### src/rtl/eth_idma_sched.sv
// Ethernet iDMA descriptor scheduler: round-robin TX/RX grant, single request register,
// in-order tag FIFO for completions. Optional ETH_IDMA_SCHED_ZEROLEN_EN completes
// zero-length descriptors locally.
module eth_idma_sched #(
  parameter int unsigned AddrWidth      = 32,
  parameter int unsigned TFLenWidth     = 32,
  parameter int unsigned MaxOutstanding = 2
) (
  input  logic                  clk_i,
  input  logic                  rst_ni,
  input  logic                  tx_valid_i,
  output logic                  tx_ready_o,
  input  logic [AddrWidth-1:0]  tx_addr_i,
  input  logic [TFLenWidth-1:0] tx_len_i,
  input  logic                  rx_valid_i,
  output logic                  rx_ready_o,
  input  logic [AddrWidth-1:0]  rx_addr_i,
  input  logic [TFLenWidth-1:0] rx_len_i,
  output logic                  req_valid_o,
  input  logic                  req_ready_i,
  output logic [AddrWidth-1:0]  mem_addr_o,
  output logic [TFLenWidth-1:0] len_o,
  output logic                  dir_o,
  input  logic                  rsp_valid_i,
  output logic                  rsp_ready_o,
  input  logic                  rsp_err_i,
  output logic                  tx_done_o,
  output logic                  rx_done_o,
  output logic                  err_o,
  input  logic                  err_clr_i,
  output logic                  busy_o
);

  localparam int unsigned CntW = $clog2(MaxOutstanding + 1);
  localparam int unsigned PtrW = (MaxOutstanding > 1) ? $clog2(MaxOutstanding) : 1;

  logic                  req_valid_q;
  logic [AddrWidth-1:0]  addr_q;
  logic [TFLenWidth-1:0] len_q;
  logic                  dir_q;
  logic                  last_tx_q;
  logic [CntW-1:0]       out_cnt_q;
  logic [CntW-1:0]       fifo_cnt_q;
  logic [PtrW-1:0]       wr_ptr_q, rd_ptr_q;
  logic [MaxOutstanding-1:0] tag_q;
  logic                  tx_done_q, rx_done_q, err_q;

  logic can_grant, tx_pick, grant_tx, grant_rx, grant, issue;
  logic zl_tx, zl_rx;
  logic push, pop, fifo_empty, spurious, err_set, head_tag;

  // Reset gates the combinational readies so every output is 0 while rst_ni is low.
  assign can_grant = rst_ni & (~req_valid_q | req_ready_i) &
                     (out_cnt_q < CntW'(MaxOutstanding));
  // Last-granted direction loses when both are requesting.
  assign tx_pick   = tx_valid_i & (~rx_valid_i | ~last_tx_q);
  assign grant_tx  = can_grant & tx_pick;
  assign grant_rx  = can_grant & rx_valid_i & ~tx_pick;
  assign grant     = grant_tx | grant_rx;

`ifdef ETH_IDMA_SCHED_ZEROLEN_EN
  assign zl_tx = grant_tx & (tx_len_i == '0);
  assign zl_rx = grant_rx & (rx_len_i == '0);
`else
  assign zl_tx = 1'b0;
  assign zl_rx = 1'b0;
`endif
  assign issue = grant & ~zl_tx & ~zl_rx;

  assign fifo_empty = (fifo_cnt_q == '0);
  assign push       = req_valid_q & req_ready_i;
  assign pop        = rsp_valid_i & ~fifo_empty;
  assign spurious   = rsp_valid_i & fifo_empty;
  assign head_tag   = tag_q[rd_ptr_q];
  assign err_set    = spurious | (pop & rsp_err_i);

  assign tx_ready_o  = grant_tx;
  assign rx_ready_o  = grant_rx;
  assign rsp_ready_o = rst_ni & (~fifo_empty | rsp_valid_i);
  assign req_valid_o = req_valid_q;
  assign mem_addr_o  = addr_q;
  assign len_o       = len_q;
  assign dir_o       = dir_q;
  assign tx_done_o   = tx_done_q;
  assign rx_done_o   = rx_done_q;
  assign err_o       = err_q;
  assign busy_o      = (out_cnt_q != '0);

  function automatic logic [PtrW-1:0] ptr_inc(input logic [PtrW-1:0] p);
    return (p == PtrW'(MaxOutstanding - 1)) ? '0 : p + 1'b1;
  endfunction

  always_ff @(posedge clk_i or negedge rst_ni) begin
    if (!rst_ni) begin
      req_valid_q <= 1'b0;
      addr_q      <= '0;
      len_q       <= '0;
      dir_q       <= 1'b0;
      last_tx_q   <= 1'b0;
    end else begin
      if (grant) begin
        last_tx_q <= grant_tx;
      end
      if (issue) begin
        req_valid_q <= 1'b1;
        addr_q      <= grant_tx ? tx_addr_i : rx_addr_i;
        len_q       <= grant_tx ? tx_len_i : rx_len_i;
        dir_q       <= grant_tx;
      end else if (push) begin
        req_valid_q <= 1'b0;
      end
    end
  end

  always_ff @(posedge clk_i or negedge rst_ni) begin
    if (!rst_ni) begin
      out_cnt_q <= '0;
    end else if (issue && !pop) begin
      out_cnt_q <= out_cnt_q + 1'b1;
    end else if (pop && !issue) begin
      out_cnt_q <= out_cnt_q - 1'b1;
    end
  end

  always_ff @(posedge clk_i or negedge rst_ni) begin
    if (!rst_ni) begin
      fifo_cnt_q <= '0;
      wr_ptr_q   <= '0;
      rd_ptr_q   <= '0;
      tag_q      <= '0;
    end else begin
      if (push) begin
        tag_q[wr_ptr_q] <= dir_q;
        wr_ptr_q        <= ptr_inc(wr_ptr_q);
      end
      if (pop) begin
        rd_ptr_q <= ptr_inc(rd_ptr_q);
      end
      if (push && !pop) begin
        fifo_cnt_q <= fifo_cnt_q + 1'b1;
      end else if (pop && !push) begin
        fifo_cnt_q <= fifo_cnt_q - 1'b1;
      end
    end
  end

  always_ff @(posedge clk_i or negedge rst_ni) begin
    if (!rst_ni) begin
      tx_done_q <= 1'b0;
      rx_done_q <= 1'b0;
      err_q     <= 1'b0;
    end else begin
      tx_done_q <= (pop & ~rsp_err_i & head_tag) | zl_tx;
      rx_done_q <= (pop & ~rsp_err_i & ~head_tag) | zl_rx;
      // A new error wins over a simultaneous clear.
      if (err_set) begin
        err_q <= 1'b1;
      end else if (err_clr_i) begin
        err_q <= 1'b0;
      end
    end
  end

endmodule

### config.mk
export PLATFORM = sky130hd
export DESIGN_NAME = eth_idma_sched
export DESIGN_NICKNAME = d
export VERILOG_FILES = /design/src/rtl/eth_idma_sched.sv
export SDC_FILE = /design/constraint.sdc
export NUM_CORES = 1
export LEC_CHECK = 0
export ABC_AREA = 1
export CAP_MARGIN = 0
export CORE_AREA = 2 2 112 114
export CTS_CLUSTER_DIAMETER = 100
export DETAILED_ROUTE_END_ITERATION = 12
export DIE_AREA = 0 0 114 116
export GPL_TIMING_DRIVEN = 1
export HOLD_SLACK_MARGIN = 0.15
export PLACE_DENSITY = 0.76
export SETUP_SLACK_MARGIN = 0.2
export SLEW_MARGIN = 20
export SYNTH_ARGS = -nofsm -noshare
export SYNTH_HDL_FRONTEND = slang
export SYNTH_SLANG_ARGS = --single-unit
### constraint.sdc
create_clock -name clk_i -period 1.7 [get_ports clk_i]
set_clock_uncertainty 0.15 [all_clocks]
set_input_delay 0.17 -clock clk_i [delete_from_list [all_inputs] [get_ports clk_i]]
set_output_delay 0.17 -clock clk_i [all_outputs]
set_load 0.05 [all_outputs]
Word level (Yosys, flattened, before mapping)
Cells that the tools add are included.
{ "classes": {"magnitude_cmp": 4, "reduce_logical": 14, "n_div": 0, "n_mux": 17, "addsub": 6, "eq_ne": 0, "mul": 0, "bitwise": 26, "shift": 0} }
{ "op_table": {"columns": ["operator", "count"], "rows": [
  ["2-to-1 mux 32 bit", 2],
  ["bitwise AND 1 bit", 14],
  ["nonzero test 2 bit", 5],
  ["2-to-1 mux 1 bit", 9],
  ["2-to-1 mux 2 bit", 4],
  ["NOT 1 bit", 7],
  ["logical AND 1 bit", 5],
  ["OR 1 bit", 5],
  ["adder 2 x 1 -> 2 bit, second input constant", 2],
  ["< comparator 1 x 2 -> 1 bit, second input constant", 2],
  ["subtractor 2 x 1 -> 2 bit, second input constant", 2],
  ["zero test 1 bit", 3],
  ["adder 1 bit, second input constant", 2],
  ["bitwise mux 2 bit", 1],
  ["zero test 2 bit", 1],
  ["< comparator 2 bit, second input constant", 1],
  ["demux 1 bit (select 1 bit)", 1],
  ["greater-or-equal comparator 1 bit, second input constant", 1]
]} }
{ "totals": {"in_bits": 136, "rom_bits": 0, "ramBits": 0, "mem_count": 0, "ff_bits": 77, "latch_bits": 0} }

Logic depth before layout (Yosys ltp)
Gate-level depths: netlist (run 1).
{ "logic_depth": {"word_depth": 11, "mapped_depth": 9} }

Least setup slack after synthesis (run 1)
No wires, ideal clock.
{ "synth_path": {"kind": "register -> output", "start": "register req_valid_q, in the netlist req_valid_o", "end": "output rx_ready_o", "arrival_ns": 1.920, "stages_incl_launch_ff": 8, "t_required_ns": 1.380, "setup_slack_ns": -0.540, "path_buffers": 2, "path_cell_list": "dfrtp_1 inv_1 nor2_2 nor2_2 nand2_1 buf_2 buf_2 nor2_1"} }
{ "synth_via": {"elab_chain_len": 6} }
{ "synth_lines": {"columns": ["element", "line_no", "rtl"], "rows": [
  ["start, declared", "37", "logic req_valid_q;"],
  ["start signal, assigned", "95", "req_valid_q <= 1'b0;"],
  ["start signal, assigned", "105", "req_valid_q <= 1'b1;"],
  ["start signal, assigned", "110", "req_valid_q <= 1'b0;"],
  ["NOT 1 bit", "53", "assign can_grant = rst_ni & (~req_valid_q | req_ready_i) &"],
  ["OR 1 bit", "53", null],
  ["bitwise AND 1 bit (2 in series)", "53", null],
  ["bitwise AND 1 bit (2 in series)", "58", "assign grant_rx = can_grant & rx_valid_i & ~tx_pick;"],
  ["end, declared", "16", "output logic rx_ready_o,"]
]} }
Every way passes these cells.

Worst setup path in the final report (run 1)
Ends and elaborated chain as after synthesis.

==> run metrics, run 1 <==
critical path's slowest cell=dfrtp_2; area fraction of the dominant cell type after synthesis=44.1%; number of remaining DRC errors=0; Worst-Skew Late Latency=320 ps; CTS Buf Count=9; count leader, synth=nand3_1; Crit path largest cell delay=420 ps; Worst-Margin Slew=580 ps; HPWL Detailed=9.50 mm; die area=13,200 sq um; Initial Util=36.7%; Pint=6520 uW; Post-Synthesis Cells=625; Placed Instances=972; router iterations before antenna repair=4; area of the core=11,900 sq um; area leader, netlist=dfrtp_1; critical path, cell by cell=inv_2 > nor2_4 > nor2_4 > buf_4 > nand2_4 > nor2_4 > buf_12; Crit path arrival time=1410 ps; DIE WIDTH=114 um; vias in the first global route=4,477; # diodes=0; CTS max path bufs=2; largest cells by area after synthesis=dfrtp_1, nand3_1, nand2_1, inv_1, buf_2; critical path type=flop to primary output; global-route usage over all layers=21.1%; Setup WS post-layout=-32.4 ps; Post-DP Area=6680 sq um; number of vias per cell=4.66; layout cells sized above 1=19.7%; Clock Tree Root=clkbuf_16; Post-Syn Nets=763; largest net degree at the start of global routing=46; Routed WL per cell=13.8 um; clk slew on worst S/H paths=60 ps; Worst Setup Start Kind=flop; element type at the critical path end=primary output; RSZ-0062 raised after global routing=true; Design Area, Final=7380 sq um; unique cell type count in the Yosys netlist=22; FMAX=577 MHz; Remaining Overflow, GRT=0; TritonCTS clock tree=yes; Cell Pwr Density=1670 nW/um^2; Most Frequent Cell on Critical Path=nor2_4; Final min period=1730 ps; number of I/O pins=209; required time of the worst setup path=1380 ps; post-synthesis sequential area ratio=44.1%; combinational power share=58.7%; max-cap violations=0; Synth Flop Type=dfrtp_1; Tcrit/Tclk final=102%; top post-synthesis cells by count=nand3_1, nand2_1, inv_1, dfrtp_1, buf_2; initial drt markers=206; Clock Power Share=15.8%; critical-path maximum fanout=4; H-tree depth=3; initial antenna violation count=0; failing checks=setup timing; Yosys Warn Count=0; Final Hold Violating Endpoints=0; std cell rows=40; syn avg cell area=7.00 sq um; Post-synth EDFFs=0; Final #Nets=994; wirelength, routed=13.9 mm; FFs w/ async S/R, synth=100%; Power, Total=12,300 uW; status=finished, violations left; final setup vio count=8; type of the tightest min-delay check=primary input to flop; Net Sw Frac=47.2%; final cell count without fillers=1,008; Worst slew margin=61.3%; die height=116 um; synthesized flop and latch total=77; Switch Pwr=5820 uW; Layout area overhead=68.8%; Mapped Area=4370 sq um; routability cong.=0.789; LEAKAGE=0.00405 uW; Port Buffers=208; Reg power frac=25.5%; Detail Route Antenna Nets=0; clk sinks=77; global-route wire length before repair=22.2 mm; Slew Limit Fails=0; via count=4,701; Peak VDD IR=740 uV
metrics by stage:
step	util [%]	setup TNS, ps	setup WS [ps]	hold slack (ps)
2_1_floorplan	-	-72.0	-36.3	-276
3_5_place_dp	56.1	-12470	-205	125
5_1_grt	62.0	-1450	-92.4	266
3_3_place_gp	56.1	-11850	-208	113
6_report	62.0	-101	-32.4	262
4_1_cts	61.5	-133	-19.1	257
flip-flops by register name (all words and copies together), names as in the netlist:
name and cells:
err_o 1, fifo_cnt_q 2, last_tx_q 1, len_o 32, mem_addr_o 32, out_cnt_q 2
rd_ptr_q 1, req_valid_o 1, rx_done_o 1, tag_q 2, tx_done_o 1, wr_ptr_q 1
power groups by stage:
stage          registers [uW]  clock network, uW  logic, uW
3_5_place_dp             3140                  0       6760
3_3_place_gp             3140                  0       6680
5_1_grt                  3240               2070       7700
2_1_floorplan            5580                  0       2000
6_report                 3150               1940       7250
4_1_cts                  3150               1990       7220
logic make-up after synthesis:
kind of cell    synth area share [%]
flops                           44.1
buf+inv                         17.4
fa+ha+maj                      0.572
compound gates                  1.57
simple gates                    35.4
xor+xnor                        1.00
worst max-delay path: cells and delay by family, from the launching register on:
family                 cells  cell delay [ps]
AND/OR/NAND/NOR            4              310
flip-flops                 1              420
buffers and inverters      3              340
path summary, 6_finish.rpt:
kind                                          start                        end  slack (ps)  cells past startpoint
setup / recovery            req_valid_o$_DFFE_PN0P_                 rx_ready_o         -30                      7
hold / removal                            err_clr_i          err_o$_DFFE_PN0P_         260                      2
setup reg to reg            req_valid_o$_DFFE_PN0P_  mem_addr_o[6]$_DFFE_PN0N_         -10                     10
hold reg to reg            out_cnt_q[0]$_DFFE_PN0P_   out_cnt_q[0]$_DFFE_PN0P_         320                      1
max in group asynchronous                    rst_ni  fifo_cnt_q[1]$_DFFE_PN0P_         550                      3
min in group asynchronous                    rst_ni    req_valid_o$_DFFE_PN0P_         370                      3
cells in the final DEF, fill, tap and decap left out, drive strengths merged:
master and count:
a21oi 4, o21ai 9, clkinvlp 3, nor2 5
nand2 142, clkbuf 14, ha 2, xor2 2
inv 141, dlygate4sd3 1, clkdlybuf4s50 134, nor3b 1
or2 2, nor3 1, buf 124, dfrtp 77
bufbuf 2, xnor2 3, bufinv 1, nand3 193
what timing repair did:
| action | 4_1_cts | 5_1_grt |
|---|---|---|
| setup endpoints to repair | 72 | 74 |
| resized for setup | 27 | 5 |
| pin swaps | 12 | 4 |
| hold endpoints to repair | 77 | 0 |
| cloned | 4 | 1 |
| buffers inserted | 12 | 2 |
| hold buffers | 1 | 0 |
area by class of cell:
type	instances	area, sq um
Timing Repair Buffer	262	2600
Clock buffer	13	260
Multi-Input combinational cell	364	1820
Tap cell	147	184
Inverter	142	542
Sequential cell	77	1930
Clock inverter	3	45.0
Fill cell	1083	4530
per-layer routing:
| layer | vias to the layer above | routed length [um] | track usage, % |
|---|---|---|---|
| li1 | 2382 | - | - |
| met5 | - | 0 | 0 |
| met4 | 0 | 273 | 7.48 |
| met1 | 2142 | 5850 | 26.4 |
| met3 | 20 | 900 | 4.39 |
| met2 | 157 | 6900 | 36.5 |
No activity file was read; power rests on OpenSTA's default activity.
==> run 2: changes to the inputs <==
--- a/config.mk
+++ b/config.mk
@@ -15,7 +15,6 @@
 export HOLD_SLACK_MARGIN = 0.15
 export PLACE_DENSITY = 0.76
 export SETUP_SLACK_MARGIN = 0.2
-export SLEW_MARGIN = 20
 export SYNTH_ARGS = -nofsm -noshare
 export SYNTH_HDL_FRONTEND = slang
 export SYNTH_SLANG_ARGS = --single-unit
==> results of run 2 <==
Same layout as run 1: the final DEF is identical, and so are final timing and power.
==> run 3: changes to the inputs <==
==> constraint.sdc (replaced) <==
create_clock -name clk_i -period 1.7 [get_ports clk_i]
set_clock_uncertainty 0.15 [all_clocks]
set_input_delay 0.17 -clock clk_i [delete_from_list [all_inputs] [get_ports clk_i]]
set_output_delay 0.17 -clock clk_i [all_outputs]
set_load 0.1 [all_outputs]
==> run 3 against run 2 <==
Non-clock buffer count up 13. Largest power group unchanged. The run ends with hold timing, setup timing left. Combinational power up 72%. Critical path depth up 1.
==> run metrics, run 3 (same netlist as run 1, synthesis figures left out) <==
status=finished, violations left (unchanged); failing checks=hold timing, setup timing (was setup timing); critical path type=flop to flop (was flop to primary output); most common cell after layout, fill and taps aside=nand3_1 (unchanged); WHS=-77.0 ps (was 262 ps); required time of the worst setup path=1760 ps (was 1380 ps); Worst-Margin Slew=933 ps (was 580 ps); number of filler cells placed in the layout=888 (was 1,083); Switch Pwr=9380 uW (was 5820 uW); via count=4,988 (was 4,701); FMAX=512 MHz (was 577 MHz); Worst Setup Start Kind=flop (unchanged); wirelength, routed=16.5 mm (was 13.9 mm); number of I/O pins=209 (unchanged); final core utilization=72.2% (was 62.0%); type of the tightest min-delay check=primary input to async pin (was primary input to flop); Remaining Overflow, GRT=0 (unchanged); TritonCTS clock tree=yes (unchanged); Tcrit/Tclk final=115% (was 102%); # diodes=0 (unchanged); die area=13,200 sq um (unchanged); global-route usage over all layers=24.9% (was 21.1%); Slew Limit Fails=0 (unchanged); area of the core=11,900 sq um (unchanged); Crit path arrival time=2010 ps (was 1410 ps); element type at the critical path end=flop (was primary output); area of the multi-input gates=1860 sq um (was 1820 sq um); HPWL Detailed=9.91 mm (was 9.50 mm); commonest non-fill, non-tap cells in the layout=nand3_1, inv_1, nand2_1, clkdlybuf4s50_1, buf_12 (was nand3_1, inv_1, nand2_1, clkdlybuf4s50_1, buf_4); initial antenna violation count=0 (unchanged); Clock Tree Root=clkbuf_16 (unchanged); Pint=8550 uW (was 6520 uW); RSZ-0062 raised after global routing=true (unchanged); Detail Route Antenna Nets=0 (unchanged); Post-DP Area=7520 sq um (was 6680 sq um); Layout area overhead=96.7% (was 68.8%); global-route wire length before repair=25.7 mm (was 22.2 mm); final setup vio count=69 (was 8); RR Startpoint=req_valid_o$_DFFE_PN0P_ (unchanged); Setup WS post-layout=-254 ps (was -32.4 ps); max-cap violations=0 (unchanged); Final min period=1950 ps (was 1730 ps); H-tree depth=3 (unchanged); CTS Buf Count=9 (unchanged); Reg power frac=19.7% (was 25.5%); combinational power share=69.6% (was 58.7%); Cell Pwr Density=2080 nW/um^2 (was 1670 nW/um^2); die height=116 um (unchanged); vias in the first global route=4,947 (was 4,477); CTS max path bufs=2 (unchanged); layout cells sized above 1=22.3% (was 19.7%); DIE WIDTH=114 um (unchanged); Final Hold Violating Endpoints=73 (was 0); Peak VDD IR=1570 uV (was 740 uV); number of remaining DRC errors=0 (unchanged); clk slew on worst S/H paths=60 ps (about the same); Critical Path Start=req_valid_o$_DFFE_PN0P_ (unchanged); LEAKAGE=0.00446 uW (was 0.00405 uW); Final #Nets=1,007 (was 994); largest net degree at the start of global routing=74 (was 46); storage element area=1940 sq um (was 1930 sq um); Design Area, Final=8610 sq um (was 7380 sq um); Port Buffers=208 (unchanged); Worst-Skew Late Latency=340 ps (was 320 ps); Clock Power Share=10.7% (was 15.8%); routability cong.=0.829 (was 0.789); critical-path maximum fanout=3 (was 4); Initial Util=36.7% (unchanged); Worst slew margin=37.8% (was 61.3%); clk sinks=77 (unchanged); Routed WL per cell=16.2 um (was 13.8 um); Net Sw Frac=52.3% (was 47.2%); number of vias per cell=4.89 (was 4.66); router iterations before antenna repair=8 (was 4); std cell rows=40 (unchanged); initial drt markers=285 (was 206)
run 3: power groups by stage:
stage / sequential (uW) / combinational, uW / clock (uW)
5_1_grt: 3630 / 12900 / 2030
4_1_cts: 3530 / 12200 / 1930
3_3_place_gp: 3500 / 11300 / 0
2_1_floorplan: 8250 / 2040 / 0
6_report: 3530 / 12500 / 1920
3_5_place_dp: 3530 / 11400 / 0
run 3: cell type report:
cell class / instances / area share, %
Clock buffer: 10 / 2.66
Clock inverter: 6 / 0.741
Inverter: 142 / 6.27
Multi-Input combinational cell: 364 / 21.6
Sequential cell: 77 / 22.5
Tap cell: 147 / 2.14
Timing Repair Buffer: 275 / 44.1
run 3: repair_timing:
| action | CTS | global route |
|---|---|---|
| hold endpoints to repair | 77 | 77 |
| buffers inserted | 15 | 9 |
| cloned | 10 | 1 |
| endpoints found under the setup margin | 73 | 74 |
| gates resized for setup | 40 | 21 |
| pin swaps | 5 | 17 |
run 3: final timing paths:
| path | end | slack [ps] | cells past startpoint |
|---|---|---|---|
| min | err_o$_DFFE_PN0P_ | -80 | 2 |
| min in group clk_i | err_o$_DFFE_PN0P_ | 270 | 2 |
| max reg2reg | out_cnt_q[1]$_DFFE_PN0P_ | -250 | 8 |
| min reg2reg | tag_q[0]$_DFFE_PN0P_ | 350 | 2 |
| max in group asynchronous | req_valid_o$_DFFE_PN0P_ | 800 | 2 |
| max | out_cnt_q[1]$_DFFE_PN0P_ | -250 | 8 |
run 3: metal layers:
metal  vias up  share of wire (%)  GRT usage [%]  wire length (um)
li1       2418                  -              -                 -
met1      2334                 40           30.5              6690
met2       205                 51           43.9              8420
met3        31                6.7           5.70              1100
met4         0                2.0           7.89               331
met5         -                  0              0                 0
run 3: worst max-delay path, cell delays in order, from the launching register on:
cell and delay, ps:
dfrtp_4 490, buf_4 150, nand2_2 80, nand2_2 70, a21oi_4 230, ha_4 250, a21oi_2 130, o21ai_1 120
xor2_1 160
run 3: metrics by stage:
step / setup TNS [ps] / worst slack, ps / std cells / power (uW)
after floorplan: -809 / -350 / 625 / 10300
after CTS: -2750 / -124 / 1010 / 17700
after detailed placement: -11040 / -272 / 969 / 14900
after global routing: -11210 / -288 / 1021 / 18600
after global placement: -9650 / -233 / 969 / 14800
final: -7810 / -254 / 1021 / 17900
